==> config.mk <==
export PLATFORM = sky130hd
export DESIGN_NAME = passcode_responder
export DESIGN_NICKNAME = d
export VERILOG_FILES = /design/src/rtl/passcode_responder.sv
export SDC_FILE = /design/constraint.sdc
export NUM_CORES = 1
export LEC_CHECK = 0
export ABC_AREA = 1
export CAP_MARGIN = 20
export CORE_MARGIN = 5
export CORE_UTILIZATION = 65
export CTS_BUF_LIST = sky130_fd_sc_hd__clkbuf_16
export DETAILED_ROUTE_END_ITERATION = 6
export PLACE_DENSITY = 0.93
export RECOVER_POWER = 25
export SYNTH_ARGS = -nofsm -noshare
export SYNTH_HDL_FRONTEND = slang
export SYNTH_SLANG_ARGS = --single-unit
==> constraint.sdc <==
create_clock -name clk -period 2.3 [get_ports clk]
set_input_delay 0.23 -clock clk [delete_from_list [all_inputs] [get_ports clk]]
set_output_delay 0.23 -clock clk [all_outputs]
set_load 0.01 [all_outputs]
==> src/rtl/passcode_responder.sv <==
// Passcode check engine: stores a 1-4 digit system code, buffers entered digits,
// compares on request, counts consecutive failures and runs a timed lockout sleep.
module passcode_responder #(
    parameter int SLEEP_CYCLES = 250000000,
    parameter int MAX_FAILS    = 3
) (
    input  logic       clk,
    input  logic       system_reset_n,
    input  logic       store_value,
    input  logic       input_value,
    input  logic       compare,
    input  logic       sleep,
    input  logic [3:0] digit,
    input  logic [1:0] pass_len,
    output logic       correct_password,
    output logic       invalid_password,
    output logic       end_sleep,
    output logic       lockout,
    output logic [1:0] fail_count,
    output logic [2:0] entry_count,
    output logic       busy
);
    localparam int              CW   = $clog2(SLEEP_CYCLES);
    localparam logic [CW-1:0]   LAST = CW'(SLEEP_CYCLES - 1);
    localparam logic [1:0]      MAXF = 2'(MAX_FAILS);

    typedef enum logic [1:0] {IDLE, CHECK, SLEEP, WAKE} state_t;
    state_t state, state_nx;

    logic [3:0]    sys [4];
    logic [3:0]    ebuf [4];
    logic [1:0]    sys_ptr;
    logic [1:0]    len_q;
    logic          ovf;
    logic          sleep_pend;
    logic [CW-1:0] cnt;
    logic          match;
    logic          acc_store, acc_input, acc_cmp, enter_sleep, result, wake;

    always_ff @(posedge clk or negedge system_reset_n) begin
        if (!system_reset_n) state <= IDLE;
        else                 state <= state_nx;
    end

    always_comb begin
        state_nx    = state;
        acc_store   = 1'b0;
        acc_input   = 1'b0;
        acc_cmp     = 1'b0;
        enter_sleep = 1'b0;
        result      = 1'b0;
        wake        = 1'b0;
        case (state)
            IDLE: begin
                // a sleep request latched during CHECK outranks any new strobe
                if (sleep || sleep_pend) begin
                    state_nx    = SLEEP;
                    enter_sleep = 1'b1;
                end else if (compare) begin
                    state_nx = CHECK;
                    acc_cmp  = 1'b1;
                end else if (input_value) begin
                    acc_input = 1'b1;
                end else if (store_value) begin
                    acc_store = 1'b1;
                end
            end
            CHECK: begin
                state_nx = IDLE;
                result   = 1'b1;
            end
            SLEEP: begin
                if (!sleep) begin
                    state_nx = IDLE;
                end else if (cnt == LAST) begin
                    state_nx = WAKE;
                    wake     = 1'b1;
                end
            end
            WAKE: if (!sleep) state_nx = IDLE;
            default: state_nx = IDLE;
        endcase
    end

    always_comb begin
        match = (entry_count == ({1'b0, len_q} + 3'd1)) && !ovf;
        for (int i = 0; i < 4; i++)
            if ((2'(i) <= len_q) && (ebuf[i] != sys[i])) match = 1'b0;
    end

    always_ff @(posedge clk or negedge system_reset_n) begin
        if (!system_reset_n) begin
            for (int i = 0; i < 4; i++) begin
                sys[i]  <= 4'd0;
                ebuf[i] <= 4'd0;
            end
            sys_ptr          <= 2'd0;
            len_q            <= 2'd0;
            ovf              <= 1'b0;
            sleep_pend       <= 1'b0;
            cnt              <= '0;
            entry_count      <= 3'd0;
            fail_count       <= 2'd0;
            correct_password <= 1'b0;
            invalid_password <= 1'b0;
            end_sleep        <= 1'b0;
        end else begin
            correct_password <= 1'b0;
            invalid_password <= 1'b0;
            end_sleep        <= 1'b0;
            if (acc_store) begin
                sys[sys_ptr] <= digit;
                sys_ptr      <= (sys_ptr >= pass_len) ? 2'd0 : sys_ptr + 2'd1;
            end
            if (acc_input) begin
                if (entry_count < 3'd4) begin
                    ebuf[entry_count[1:0]] <= digit;
                    entry_count            <= entry_count + 3'd1;
                end else begin
                    ovf <= 1'b1;
                end
            end
            if (acc_cmp) len_q <= pass_len;
            if (result) begin
                correct_password <= match;
                invalid_password <= !match;
                entry_count      <= 3'd0;
                ovf              <= 1'b0;
                if (match)                   fail_count <= 2'd0;
                else if (fail_count != MAXF) fail_count <= fail_count + 2'd1;
                if (sleep) sleep_pend <= 1'b1;
            end
            if (enter_sleep) begin
                cnt         <= '0;
                entry_count <= 3'd0;
                ovf         <= 1'b0;
                sleep_pend  <= 1'b0;
            end
            if (state == SLEEP && sleep && !wake) cnt <= cnt + CW'(1);
            if (wake) begin
                end_sleep  <= 1'b1;
                fail_count <= 2'd0;
            end
        end
    end

    assign lockout = (fail_count == MAXF);
    assign busy    = (state != IDLE);
endmodule

Word level (Yosys, flattened, before mapping) --
Cells that the tools add are included.
Word-level totals: flip-flop bits (word level) 76, input port bits 12, output and inout bits 10, logic and storage cells 134
Operators by class: $add $sub $neg 5, $lt $le $gt $ge 10, eq/ne operators 15, multiplexer cells 55, bitwise gates (word level) 2, reduce and logical (&&, ||, !) cells 28
Operators by type and width (count):
- $mux 28 | 2
- $bwmux 16 | 2
- $mux 1 | 32
- $add 28x1->28 const B | 1
- $eq 28x28->1 const B | 1
- $mux 2 | 10
- $demux 4 s2 | 2
- $ne 4x4->1 | 4
- $mux 3 | 4
- $reduce_and 2->1 | 5
- $reduce_bool 2->1 | 5
- $logic_and 1x1->1 | 9
- $ne 3x3->1 const B | 3
- $reduce_bool 3->1 | 3
- $mux 4 | 2
- $pmux 2 s4 | 1
- $eq 2x2->1 const B | 3
- $ge 3x3->1 const B | 2
- $lt 3x1->1 const B | 2
- $not 2->3 | 2
- $add 2x1->2 const B | 2
- $le 1x2->1 const A | 2
- $le 2x2->1 const A | 2
- $ne 2x2->1 const B | 2
- 10 further kinds | 12

Depth between registers and ports, before layout --
Gate-level depths: netlist (run 1).
depth after elaboration 10, gate-level depth with buffers 14, mapped depth without buffers 14

Worst setup path before layout (run 1) --
OpenSTA, ideal clock, no wires.
path kind register to register, from register len_q[0], to register fail_count[0], setup time 0.117 ns, data arrival time 1.437 ns, data required time 2.183 ns, setup slack 0.746 ns, cell stages (with the launch flop) 14, buffers on the path 0, clock period less this slack 1.554 ns, cells stage by stage dfrtp_1 -> inv_1 -> ha_1 -> inv_1 -> nand2_1 -> nand2_1 -> nor2_1 -> nand2_1 -> nor2_1 -> nand2_1 -> nor2_1 -> nand2_1 -> nand3_1 -> nand2_1
On the way: longest elaborated chain between the ends 10, elaborated cells on any way between the ends 20, those cells by class add/sub (1); order compare (4); eq/ne (1); mux (7); reduce/logical (7)
RTL lines:
- start, declared | RTL line 33 | logic [1:0] len_q;
- start signal, assigned | RTL line 123 | if (acc_cmp) len_q <= pass_len;
- $add 2x1->3 | RTL line 86 | match = (entry_count == ({1'b0, len_q} + 3'd1)) && !ovf;
- $eq 3x3->1 | RTL line 86
- $logic_and 1x1->1 | RTL line 86
- $mux 1 (3 in series) | RTL line 88 | if ((2'(i) <= len_q) && (ebuf[i] != sys[i])) match = 1'b0;
- $mux 1 (*) | RTL line 88
- $mux 2 | RTL line 129 | if (match) fail_count <= 2'd0;
- $mux 2 | RTL line 124 | if (result) begin
- $mux 2 | RTL line 140 | if (wake) begin
- end signal, assigned | RTL line 130 | else if (fail_count != MAXF) fail_count <= fail_count + 2'd1;
- end, declared | RTL line 19 | output logic [1:0] fail_count,
Every way passes the cells marked *; elsewhere a longest branch is shown, timed or not. The select of a mux whose other input is x is not followed. A chain may end at the register's enable or synchronous reset.

Final worst setup path (run 1) --
from register cnt[0], to register cnt[13]
On the way: longest elaborated chain between the ends 7, elaborated cells on any way between the ends 9, those cells by class add/sub (1); eq/ne (1); mux (4); reduce/logical (3)
RTL lines:
- start, declared | RTL line 36 | logic [CW-1:0] cnt;
- start signal, assigned | RTL line 139 | if (state == SLEEP && sleep && !wake) cnt <= cnt + CW'(1);
- branches (longest 7 deep; another with $add 28x1->28)
Several ways; the timed one is not identified.

==> results.toml, run 1 <==
[setup_path]
rr_startpoint = "cnt[0]"
cp-start-kind = "flop"
crit_chain = "ha_1 -> nand2_1 -> nor2_4 -> nand2_2 -> nor2_4 -> nand3_2 -> nand2_4 -> nand2_4 -> inv_1 -> nand2_1 -> o21ai_0"
crit_type = "reg2reg"
path_depth = 11
crit_buf_inv = 1
cpMaxStageDelayCell = "dfrtp_1"
end_kind = "flop"
path_max_fanout = 25
cp.required_ps = 2550
slowest_delay_ps = 450
reg2reg_slack_ps = 230
startpoint = "cnt[0]"
worst_r2r_path_depth = 11
cp_data_arrival_time_ps = 2320
critPathTopFamily = "simple AND/OR/NAND/NOR gates"

[cells_and_area]
num-nets-final = 616
antenna_cells = 0
final_cells = 671
area_delta_synth_final_pct = 13.7
fin_util_pct = 76.6
nFillCells = 401
drive_gt1_share_pct = 9.93
final_common_cell = "nand2_1"
fin_area_mm2 = 0.00489
final_cell_mix = "158 x nand2_1, 79 x inv_1, 76 x dfrtp_1"

[logic_synthesis]
ys_types = 31
synth_fa_ha_area_share_pct = 4.36
synthXorXnorAreaFrac_pct = 4.07
synth_edf_count = 0
avgSynthCellArea_um2 = 7.71
synthArstFlopShare_pct = 100
syn_area_mm2 = 0.00430
synth_fp_nets = 585
yosysSeqAreaShare_pct = 44.2
ys_warn_count = 0
synthMuxAreaShare_pct = 0
synth_compound_area_share_pct = 10.6
synth_cells = 558
ys.flop_type = "dfrtp_1"
synth-seq-cells = 76
synth_top_family_by_area = "simple AND/OR/NAND/NOR gates"
synthSimpleGateAreaFrac_pct = 28.4

[hold_path]
hold_class = "in2reg"
holdCritStartpoint = "pass_len[1]"
min_path_cells = 3

[placed_design]
gp_congestion = 0.928
placed_area_mm2 = 0.00460
dpl.hpwl_mm = 6.96
port_buffers = 21
dp_cells = 654

[global_route]
grt_max_degree = 45
grt_remaining_overflow = 0
antenna_found_initial = 0
grt_use_total_pct = 26.1
grt_pass1_vias = 3743
grt_pass1_wl_mm = 17.7

[detailed_routing]
ant_nets = 0
viasPerCell = 5.71
drtIter0Drc = 357
routed_wl_mm = 10.3
drcViolationCount = 0
via_count = 3834
drt_pass1_iterations = 6
wl_per_cell_um = 15.4

[pwr]
swShare_pct = 37.9
p_leak_nw = 2.26
p_total_mw = 4.92
p_sw_mw = 1.86
internal-power_mw = 3.05
seq_power_share_pct = 38.7
ir_drop_uv = 1010
combPwrFrac_pct = 32.3
power_density_mw_per_mm2 = 1000
clkPwrFrac_pct = 29.0

[timing]
period_minus_slack_ps = 2070
slew_viol_final = 0
setup-violations-final = 0
fin_crit_sh_pct = 90.1
tightestPinTransition_ps = 793
fmax_mhz = 483
clock_skew_ps = 9.09
finalHoldViolations = 0
rsz0062_at_grt = "no"
fin_setup_tns_ps = 0
relSlewSlack_pct = 47.1

[floorplanning]
dieWidth_um = 91.4
initial_utilization_pct = 67.4
core_mm2 = 0.00639
num_rows = 29
ios = 22
dieArea_mm2 = 0.00835
fp.dieH_um = 91.4

[clock_tree]
htree_levels = 3
clock-sinks = 76
clk_pin_slew_worst_paths_ps = 60
cts_root_buf = "clkbuf_16"
cts_buffer_depth = 2
postCtsSetupBuffers = 0
cts_tree = "built"
clk_latency_ps = 340
numCtsBuffers = 9

[flow_run]
maxCapViolations = 0

[outcome]
status = "finished clean"
power by group through the flow:
stage / clock, mW / sequential [mW] / combinational (mW)
final: 1.43 / 1.90 / 1.59
after global routing: 1.50 / 1.94 / 1.81
after CTS: 1.42 / 1.89 / 1.58
after detailed placement: 0 / 1.90 / 1.51
after global placement: 0 / 1.89 / 1.44
after floorplan: 0 / 1.85 / 1.11
path summary, 6_finish.rpt:
check,end
max,cnt[13]
max reg2reg,cnt[13]
max in group asynchronous,cnt[20]
min in group asynchronous,len_q[1]
min reg2reg,sys[6]
min,len_q[1]
kinds of logic after synthesis:
group	after synthesis
adders and majority gates	15
DFF	76
xor gates and xnor gates	20
AOI/OAI and AO/OA	75
and+or+nand+nor	281
buffers and inverters	91
stage by stage:
step           hold WS (ps)  worst slack, ps
4_1_cts                 382              257
6_report                493              228
2_1_floorplan         -65.6              746
5_1_grt                 520             27.7
3_3_place_gp            190              425
3_5_place_dp            195              325
sequential cells by signal, indices dropped and copies added, names as in the netlist:
| name | flops |
|---|---|
| len_q | 2 |
| sys | 16 |
| fail_count | 2 |
| state | 2 |
| entry_count | 3 |
| ovf | 1 |
| invalid_password | 1 |
| sleep_pend | 1 |
| sys_ptr | 2 |
| ebuf | 16 |
| cnt | 28 |
| correct_password | 1 |
| end_sleep | 1 |
tightest hold or removal path, delay by kind of cell:
family,cells,cell delay [ps]
AOI/OAI and AO/OA,1,90
buffers and inverters,2,460
cells in the mapped netlist, types with 2 or more instances:
master     n  share of area [%]
a21oi_1    4               0.47
a31oi_1    2               0.29
buf_6      2               0.52
dfrtp_1   76                 44
ha_1      15                4.4
inv_1     79                6.9
inv_2      8               0.70
nand2_1  158                 14
nand2_2    5               0.73
nand2_4    2               0.52
nand3_1   17                2.0
nand4_1    8                1.2
nor2_1    62                5.4
nor2_2     5               0.73
nor2_4     2               0.52
nor3_1    11                1.3
nor3_2     6                1.4
o21ai_0   45                5.2
o21ai_1    3               0.35
o21ai_2    3               0.61
o22ai_1   10                1.5
o22ai_2    7                2.0
or2_2      2               0.29
xnor2_1    2               0.41
xor2_1    18                3.7
routing by layer:
layer	wire length, µm	global-route usage (%)	vias to the layer above	part of all wire (%)
met5	0	0	-	0
met4	379	10.5	0	3.7
met3	828	5.45	49	8.0
met2	4610	39.8	190	45
met1	4520	36.6	1776	44
li1	-	-	1819	-
what timing repair did:
item                                   4_1_cts  5_1_grt
hold buffers                                 1        0
endpoints found under the hold margin       32        0
setup endpoints to repair                    0        0
gates resized for setup                      0        0
cell type report:
| type | instances | area (µm²) | share of cell area, % |
|---|---|---|---|
| multi-input combinational | 391 | 2040 | 41.7 |
| sequential | 76 | 1900 | 38.9 |
| inverter | 87 | 327 | 6.68 |
| timing repair buffer | 24 | 230 | 4.71 |
| clock buffer | 9 | 225 | 4.60 |
| tap | 77 | 96.3 | 1.97 |
| clock inverter | 7 | 72.6 | 1.48 |
(Power assumes the default switching activity.)
==> inputs of run 2 (changes only) <==
--- a/config.mk
+++ b/config.mk
@@ -11,6 +11,7 @@
 export CORE_UTILIZATION = 65
 export CTS_BUF_LIST = sky130_fd_sc_hd__clkbuf_16
 export DETAILED_ROUTE_END_ITERATION = 6
+export MAX_ROUTING_LAYER = met4
 export PLACE_DENSITY = 0.93
 export RECOVER_POWER = 25
 export SYNTH_ARGS = -nofsm -noshare
==> run 2 against run 1 <==
Clock skew fell by 3.4 ps. Cell count did not move. Flip-flop and latch count did not move. Clock-buffer cell count did not move. Combinational power barely moved. Die area did not move. Register-to-register slack got worse by 40 ps.
==> results.toml, run 2 (synthesis gave the netlist of run 1 again) <==
[global_route]
grt_pass1_vias = 3714
grt_remaining_overflow = 0
grt_pass1_wl_mm = 17.7
grt_max_degree = 41
antenna_found_initial = 0
grt_use_total_pct = 27.0

[floorplanning]
num_rows = 29
core_mm2 = 0.00639
fp.dieH_um = 91.4
dieWidth_um = 91.4
dieArea_mm2 = 0.00835
initial_utilization_pct = 67.4
ios = 22

[timing]
setup-violations-final = 0
slew_viol_final = 0
fin_setup_tns_ps = 0
rsz0062_at_grt = "no"
relSlewSlack_pct = 37.4
clock_skew_ps = 5.73
finalHoldViolations = 0
fmax_mhz = 472
period_minus_slack_ps = 2120
fin_crit_sh_pct = 92.0
tightestPinTransition_ps = 938

[pwr]
ir_drop_uv = 714
internal-power_mw = 3.37
power_density_mw_per_mm2 = 1050
seq_power_share_pct = 36.6
combPwrFrac_pct = 30.5
p_leak_nw = 2.30
clkPwrFrac_pct = 32.9
swShare_pct = 35.2
p_sw_mw = 1.83

[clock_tree]
cts_tree = "built"
ctsHoldBuffers = 1
postCtsSetupBuffers = 0
htree_levels = 3
numCtsBuffers = 9
ctsResizeCount = 0
clock-sinks = 76
clk_pin_slew_worst_paths_ps = 60
cts_root_buf = "clkbuf_16"
clk_latency_ps = 340
cts_buffer_depth = 2

[cells_and_area]
fin_area_mm2 = 0.00495
final_common_cell = "nand2_1"
fin_util_pct = 77.5
drive_gt1_share_pct = 9.60
area_delta_synth_final_pct = 15.1
top_regs = "cnt (28), ebuf (16), sys (16)"
num-nets-final = 616
largest_register_ff_count = 28
top_register = "cnt"
antenna_cells = 0
final_cell_mix = "158 x nand2_1, 81 x inv_1, 76 x dfrtp_1"

[placed_design]
dpl.hpwl_mm = 7.11
placed_area_mm2 = 0.00460
port_buffers = 21
gp_congestion = 0.938

[detailed_routing]
routed_wl_mm = 10.7
wl_per_cell_um = 16.0
ant_nets = 0
drt_pass1_iterations = 5
viasPerCell = 5.81
via_count = 3898
drcViolationCount = 0
drtIter0Drc = 389

[outcome]
status = "finished clean"

[setup_path]
cpMaxStageDelayCell = "dfrtp_1"
path_depth = 11
path_max_fanout = 17
worst_r2r_path_depth = 11
critPathTopFamily = "simple AND/OR/NAND/NOR gates"
cp-start-kind = "flop"
cp.required_ps = 2500
slowest_delay_ps = 440
rr_startpoint = "cnt[0]"
crit_chain = "ha_1 -> nand2_1 -> nor2_4 -> nand2_2 -> nor2_4 -> nand3_2 -> nand2_4 -> buf_4 -> inv_2 -> nand2_1 -> o21ai_0"
end_kind = "flop"
crit_buf_inv = 2
startpoint = "cnt[0]"
cp_data_arrival_time_ps = 2320
crit_type = "reg2reg"

[hold_path]
min_path_cells = 2
holdCritStartpoint = "ebuf[13]"
hold_class = "reg2reg"

[flow_run]
maxCapViolations = 0
==> run 2: area by class of cell <==
class	instances	area, µm²
clock buffers	9	225
well taps	77	96.3
clock inverters	7	131
fillers	404	1440
inverters	87	327
repair buffers	24	230
multi-input cells	391	2040
flip-flops and latches	76	1900
==> run 2: path summary, 6_finish.rpt <==
path	slack, ps	to
min in group asynchronous	580	len_q[1]
max in group asynchronous	540	cnt[19]
worst min-delay path	510	ebuf[13]
worst min register to register	510	ebuf[13]
worst max register to register	180	cnt[26]
worst max-delay path	180	cnt[26]
==> run 2: per-layer routing <==
metal | GRT usage, % | up-vias | part of all wire [%]
met2 | 39.8 | 186 | 46
met3 | 4.96 | 44 | 6.8
li1 | - | 1828 | -
met5 | - | - | 0
met1 | 36.3 | 1840 | 44
met4 | 12.5 | 0 | 3.1
==> run 2: worst register-to-register path, stage by stage, from the launching register on <==
cell     delay (ps)
dfrtp_1         440
ha_1            230
nand2_1         120
nor2_4          140
nand2_2         100
nor2_4          130
nand3_2         110
nand2_4         130
buf_4           270
inv_2           140
nand2_1         100
o21ai_0          90
==> run 2: power groups by stage <==
stage               Sequential [mW]  Combinational (mW)  Clock (mW)
finish                         1.90                1.58        1.71
global route                   1.93                1.80        1.77
CTS                            1.89                1.57        1.71
detailed placement             1.90                1.52           0
global placement               1.88                1.44           0
floorplan                      1.85                1.11           0
==> run 2: stage by stage <==
| step | std cells | hold WS, ps | power, mW | setup WS [ps] |
|---|---|---|---|---|
| 2_1_floorplan | 558 | -65.6 | 2.96 | 746 |
| 3_5_place_dp | 654 | 228 | 3.42 | 284 |
| 4_1_cts | 671 | 426 | 5.17 | 242 |
| 3_3_place_gp | 654 | 212 | 3.32 | 379 |
| 5_1_grt | 671 | 526 | 5.50 | 89.9 |
| 6_report | 671 | 512 | 5.19 | 183 |
==> edit 1 (flow settings as in run 1) <==
Register the inputs `store_value`, `input_value`, `compare`, `sleep`, `digit` and `pass_len` before use. The logic sees them one clock later.
--- a/src/rtl/passcode_responder.sv
+++ b/src/rtl/passcode_responder.sv
@@ -25,6 +25,23 @@
     localparam logic [1:0]      MAXF = 2'(MAX_FAILS);
 
     typedef enum logic [1:0] {IDLE, CHECK, SLEEP, WAKE} state_t;
+
+    logic store_value_q;
+    logic input_value_q;
+    logic compare_q;
+    logic sleep_q;
+    logic [3:0] digit_q;
+    logic [1:0] pass_len_q;
+
+    always_ff @(posedge clk) begin
+        store_value_q <= store_value;
+        input_value_q <= input_value;
+        compare_q     <= compare;
+        sleep_q       <= sleep;
+        digit_q       <= digit;
+        pass_len_q    <= pass_len;
+    end
+
     state_t state, state_nx;
 
     logic [3:0]    sys [4];
@@ -53,15 +70,15 @@
         case (state)
             IDLE: begin
                 // a sleep request latched during CHECK outranks any new strobe
-                if (sleep || sleep_pend) begin
+                if (sleep_q || sleep_pend) begin
                     state_nx    = SLEEP;
                     enter_sleep = 1'b1;
-                end else if (compare) begin
+                end else if (compare_q) begin
                     state_nx = CHECK;
                     acc_cmp  = 1'b1;
-                end else if (input_value) begin
+                end else if (input_value_q) begin
                     acc_input = 1'b1;
-                end else if (store_value) begin
+                end else if (store_value_q) begin
                     acc_store = 1'b1;
                 end
             end
@@ -70,14 +87,14 @@
                 result   = 1'b1;
             end
             SLEEP: begin
-                if (!sleep) begin
+                if (!sleep_q) begin
                     state_nx = IDLE;
                 end else if (cnt == LAST) begin
                     state_nx = WAKE;
                     wake     = 1'b1;
                 end
             end
-            WAKE: if (!sleep) state_nx = IDLE;
+            WAKE: if (!sleep_q) state_nx = IDLE;
             default: state_nx = IDLE;
         endcase
     end
@@ -109,18 +126,18 @@
             invalid_password <= 1'b0;
             end_sleep        <= 1'b0;
             if (acc_store) begin
-                sys[sys_ptr] <= digit;
-                sys_ptr      <= (sys_ptr >= pass_len) ? 2'd0 : sys_ptr + 2'd1;
+                sys[sys_ptr] <= digit_q;
+                sys_ptr      <= (sys_ptr >= pass_len_q) ? 2'd0 : sys_ptr + 2'd1;
             end
             if (acc_input) begin
                 if (entry_count < 3'd4) begin
-                    ebuf[entry_count[1:0]] <= digit;
+                    ebuf[entry_count[1:0]] <= digit_q;
                     entry_count            <= entry_count + 3'd1;
                 end else begin
                     ovf <= 1'b1;
                 end
             end
-            if (acc_cmp) len_q <= pass_len;
+            if (acc_cmp) len_q <= pass_len_q;
             if (result) begin
                 correct_password <= match;
                 invalid_password <= !match;
@@ -128,7 +145,7 @@
                 ovf              <= 1'b0;
                 if (match)                   fail_count <= 2'd0;
                 else if (fail_count != MAXF) fail_count <= fail_count + 2'd1;
-                if (sleep) sleep_pend <= 1'b1;
+                if (sleep_q) sleep_pend <= 1'b1;
             end
             if (enter_sleep) begin
                 cnt         <= '0;
@@ -136,7 +153,7 @@
                 ovf         <= 1'b0;
                 sleep_pend  <= 1'b0;
             end
-            if (state == SLEEP && sleep && !wake) cnt <= cnt + CW'(1);
+            if (state == SLEEP && sleep_q && !wake) cnt <= cnt + CW'(1);
             if (wake) begin
                 end_sleep  <= 1'b1;
                 fail_count <= 2'd0;
Behaviour: not the same (a bounded check fails within 4 cycles, from zero or initial values and one cycle with system_reset_n low).
==> edit 1 against run 1 <==
- the run now ends with capacitance limit, slew limit left
- sequential cell count grew 10
- final area is 5.8% higher
- power shrank 1.5%
- synthesized area increased by 6.2%
- final cell count rose by 8.6%
- combinational power shrank 13%
- setup slack got worse by 0.069 ns
- wire length increased by 11%
==> edit 1: results (changes against run 1) <==
- Max Slew Vio Count: 77 (+77)
- Synth top area cells: dfrtp_1 42%, nand2_1 15%, inv_1 7.0%, nor2_1 4.7%, dfxtp_1 4.4%
- Max Cap Violations: 1 (+1)
- First-pass GRT wire length: 19600 µm (+11%)
- Adder-Cell Fraction of Synth Area: 4.11% (-0.25 points)
- Yosys cell types: 37 (+19%)
- Largest net degree at the start of global routing: 77 (+71%)
- Vias per cell: 5.71 (about the same)
- CP arrival: 2.37 ns (+0.05 ns)
- Post-Syn Nets: 626 (+7.0%)
- Synth top cells by count: 186 x nand2_1, 85 x inv_1, 76 x dfrtp_1
- Seq/Total Area, Yosys: 46.0% (+1.8 points)
- Hold WS: 0.415 ns (-0.0778 ns)
- VDD IR max: 0.678 mV (-33%)
- FF-to-FF End: fail_count[0]
- Instance area after placement: 4880 µm² (+6.0%)
- Mapped Avg Cell Area: 7.63 µm² (-1.1%)
- Post-DP HPWL: 7870 µm (+13%)
- Violated checks: capacitance limit, slew limit
- Async set or reset register ratio after synthesis: 88.4% (-12 points)
- Status: complete, but fails checks
- DRT Pass-1 Iters: 5 (-1)
- Compound-cell area share of the yosys netlist: 9.34% (-1.3 points)
- Global Route Usage Sum: 28.3% (+2.2 points)
- Slew margin rel.: -24.0% (-71 points)
- Vias in the first global route: 4118 (+10%)
- Crit-path max cell delay: 0.39 ns (-0.06 ns)
- XOR/XNOR Fraction of Synth Area: 1.92% (-2.2 points)
- 1st-iter DRT viols: 320 (-10%)
- Crit-path max FO: 4 (-84%)
- R2R cell count: 13 (+2)
- Share of layout cells above drive strength 1: 7.74% (-2.2 points)
- Final Wtd Congestion: 0.985 (+6.1%)
- Final clock skew: 0.00735 ns (-0.00174 ns)
- Post-route insts no fill: 729 (+8.6%)
- Final wirelength: 11500 µm (+11%)
edit 1: per-layer routing:
layer  GRT usage, %  part of all wire [%]
met3           6.33                   7.7
met5              0                     0
met1           36.2                    41
met2           46.1                    48
met4           12.5                   3.3
edit 1: power breakdown:
group          leakage (nW)  internal (W)  switching, W
logic                  1.16      0.000498      0.000895
registers              1.12       0.00176      0.000248
clock network         0.143      0.000843      0.000602
edit 1: worst max path at each step:
stage	startpoint	end	cells after the start
2_1_floorplan	len_q[0]	fail_count[0]	14
3_3_place_gp	len_q[0]	fail_count[1]	14
3_5_place_dp	len_q[0]	fail_count[0]	13
4_1_cts	len_q[0]	fail_count[0]	13
5_1_grt	len_q[0]	fail_count[1]	14
6_report	len_q[0]	fail_count[0]	13
edit 1: final cells by class:
type | instances | area (µm²)
fillers | 478 | 1660
multi-input cells | 417 | 2090
clock inverters | 7 | 72.6
inverters | 91 | 343
flip-flops and latches | 86 | 2100
well taps | 96 | 120
clock buffers | 9 | 225
repair buffers | 23 | 220
==> edit 2 (config.mk and constraints of run 1) <==
Without the edit above. Change the parameter `SLEEP_CYCLES` from 250000000 to 125000000.
--- a/src/rtl/passcode_responder.sv
+++ b/src/rtl/passcode_responder.sv
@@ -1,7 +1,7 @@
 // Passcode check engine: stores a 1-4 digit system code, buffers entered digits,
 // compares on request, counts consecutive failures and runs a timed lockout sleep.
 module passcode_responder #(
-    parameter int SLEEP_CYCLES = 250000000,
+    parameter int SLEEP_CYCLES = 125000000,
     parameter int MAX_FAILS    = 3
 ) (
     input  logic       clk,
Function: same outputs for any inputs over 4 cycles, from zero or initial values and one cycle with system_reset_n low; that may be too few to reach the edited logic, so the function may still have changed.
==> edit 2 against run 1 <==
- the flow now finishes with violations (capacitance limit, slew limit)
- synthesized area is 0.12% lower
- wire length is 3.6% higher
- hold slack lost 0.10 ns
- clock skew fell by 0.0016 ns
- synthesized cell count increased by 1.4%
- setup slack got worse by 0.0079 ns
- non-clock buffer count shrank 1
- power down 0.78%
- final area is 0.33% lower
- clock power fell by 3%
- via count grew 3.0%
- sequential cell count down 1
==> edit 2: results (changes against run 1) <==
- Share of layout cells above drive strength 1: 8.80% (-1.1 points)
- Worst min path class: input pin to async pin
- First-pass GRT wire length: 18000 µm (+1.8%)
- Root buffer cell: clkbuf_16
- CP arrival: between 2 and 2.5 ns
- Top flop regs: cnt x27, ebuf x16, sys x16
- 1st-iter DRT viols: 300 (-16%)
- Antenna cell count: 0 (unchanged)
- Nature of the critical path endpoint: flop
- Global Route Usage Sum: 26.7% (+0.58 points)
- Final Wtd Congestion: 0.928 (unchanged)
- Leakage: 2.30 nW (+1.7%)
- Synth top area cells: dfrtp_1 44%, nand2_1 15%, inv_1 7.2%, o21ai_0 5.6%, nor2_1 5.0%
- Slew @ Worst Pin: 1.83 ns (+1.04 ns)
- Final #Nets: 624 (+1.3%)
- Max Slew Vio Count: 76 (+76)
- VDD IR max: 0.857 mV (-15%)
- Post-CTS Setup Inserts: 0 (unchanged)
- DRT Pass-1 Iters: 5 (-1)
- Async set or reset register ratio after synthesis: 100% (unchanged)
- Final wirelength: 10700 µm (+3.6%)
- CTS Buffer Depth: 2 (unchanged)
- Port bufs: 21 (unchanged)
- Antenna violations before repair: 0 (unchanged)
- Seq/Total Area, Yosys: 43.7% (-0.53 points)
- Hold WS: 0.392 ns (-0.101 ns)
- CTS resizes: 0 (unchanged)
- Final clock skew: 0.00747 ns (-0.00162 ns)
- H-tree level count: 3 (unchanged)
- CTS Buf Count: 9 (unchanged)
- Largest net degree at the start of global routing: 76 (+69%)
- CTS clock-pin slew for the worst setup and hold paths: 0.06 ns (about the same)
- Violated checks: capacitance limit, slew limit
- Synth top cells by count: 174 x nand2_1, 83 x inv_1, 75 x dfrtp_1
- Max Cap Violations: 1 (+1)
- Status: complete, but fails checks
- Clock Latency Late Sink: 0.34 ns (about the same)
- Vias: 3949 (+3.0%)
- Post-Syn Nets: 593 (+1.4%)
- Crit-path max FO: 16 (-36%)
- Post-DP HPWL: 6980 µm (+0.21%)
- Sw Share: 37.8% (-0.099 points)
- R2R Setup Slk: approximately 0.22 ns
- Yosys Warn Count: 0 (unchanged)
- Yosys cell types: 31 (unchanged)
==> edit 2: cell type report <==
| type | instances | area (µm²) |
|---|---|---|
| Tap cell | 77 | 96.3 |
| Clock buffer | 9 | 225 |
| Inverter | 88 | 330 |
| Timing Repair Buffer | 23 | 220 |
| Fill cell | 392 | 1510 |
| Multi-Input combinational cell | 400 | 2060 |
| Clock inverter | 7 | 66.3 |
| Sequential cell | 75 | 1880 |
==> edit 2: worst paths after layout <==
path,end,start,cells past startpoint
setup / recovery,cnt[18],cnt[17],8
setup reg to reg,cnt[18],cnt[17],8
min in group clk,ovf,ovf,1
max in group asynchronous,ebuf[9],system_reset_n,1
hold / removal,ebuf[11],system_reset_n,1
hold reg to reg,ovf,ovf,1
==> edit 2: critical path, cell delays in order (launching register included) <==
cell,delay (ns)
dfrtp_1,0.47
nand2_1,0.19
nor3_1,0.45
nand3_2,0.22
nand2_4,0.17
inv_2,0.15
nand2_1,0.13
nor2_1,0.05
a21oi_1,0.17
==> edit 2: per-layer routing <==
layer | up-vias | part of all wire (%) | wire, µm | track usage [%]
met5 | - | 0 | 0 | 0
met4 | 0 | 4.4 | 476 | 14.3
met3 | 51 | 6.9 | 735 | 3.64
met2 | 212 | 51 | 5420 | 46.0
met1 | 1838 | 38 | 4080 | 32.3
li1 | 1848 | - | - | -
==> edit 2: metrics by stage <==
| step | worst slack [ns] | cell area, µm² | std cells | util, % | total power (W) |
|---|---|---|---|---|---|
| detailed placement | 0.284 | 4590 | 663 | 71.8 | 0.00340 |
| CTS | 0.310 | 4880 | 679 | 76.4 | 0.00487 |
| global placement | 0.418 | 4590 | 663 | 71.8 | 0.00330 |
| floorplan | 0.706 | 4300 | 566 | - | 0.00295 |
| global route | 0.149 | 4880 | 679 | 76.4 | 0.00519 |
| finish | 0.220 | 4880 | 679 | 76.4 | 0.00488 |
==> edit 2: power by group through the flow <==
| stage | registers [W] | logic (W) | clock network [W] |
|---|---|---|---|
| global placement | 0.00185 | 0.00145 | 0 |
| floorplan | 0.00183 | 0.00111 | 0 |
| detailed placement | 0.00188 | 0.00152 | 0 |
| CTS | 0.00187 | 0.00160 | 0.00140 |
| finish | 0.00188 | 0.00161 | 0.00139 |
| global route | 0.00191 | 0.00183 | 0.00146 |
==> edit 2: logic make-up (layout without fill, tap and decap cells) <==
group	Yosys count	after routing	synth area share [%]
AOI/OAI and AO/OA	71	71	10.0
xor gates and xnor gates	12	12	2.45
adders and majority gates	15	15	4.37
buffers and inverters	91	127	8.38
DFF	75	75	43.7
and+or+nand+nor	302	302	31.1
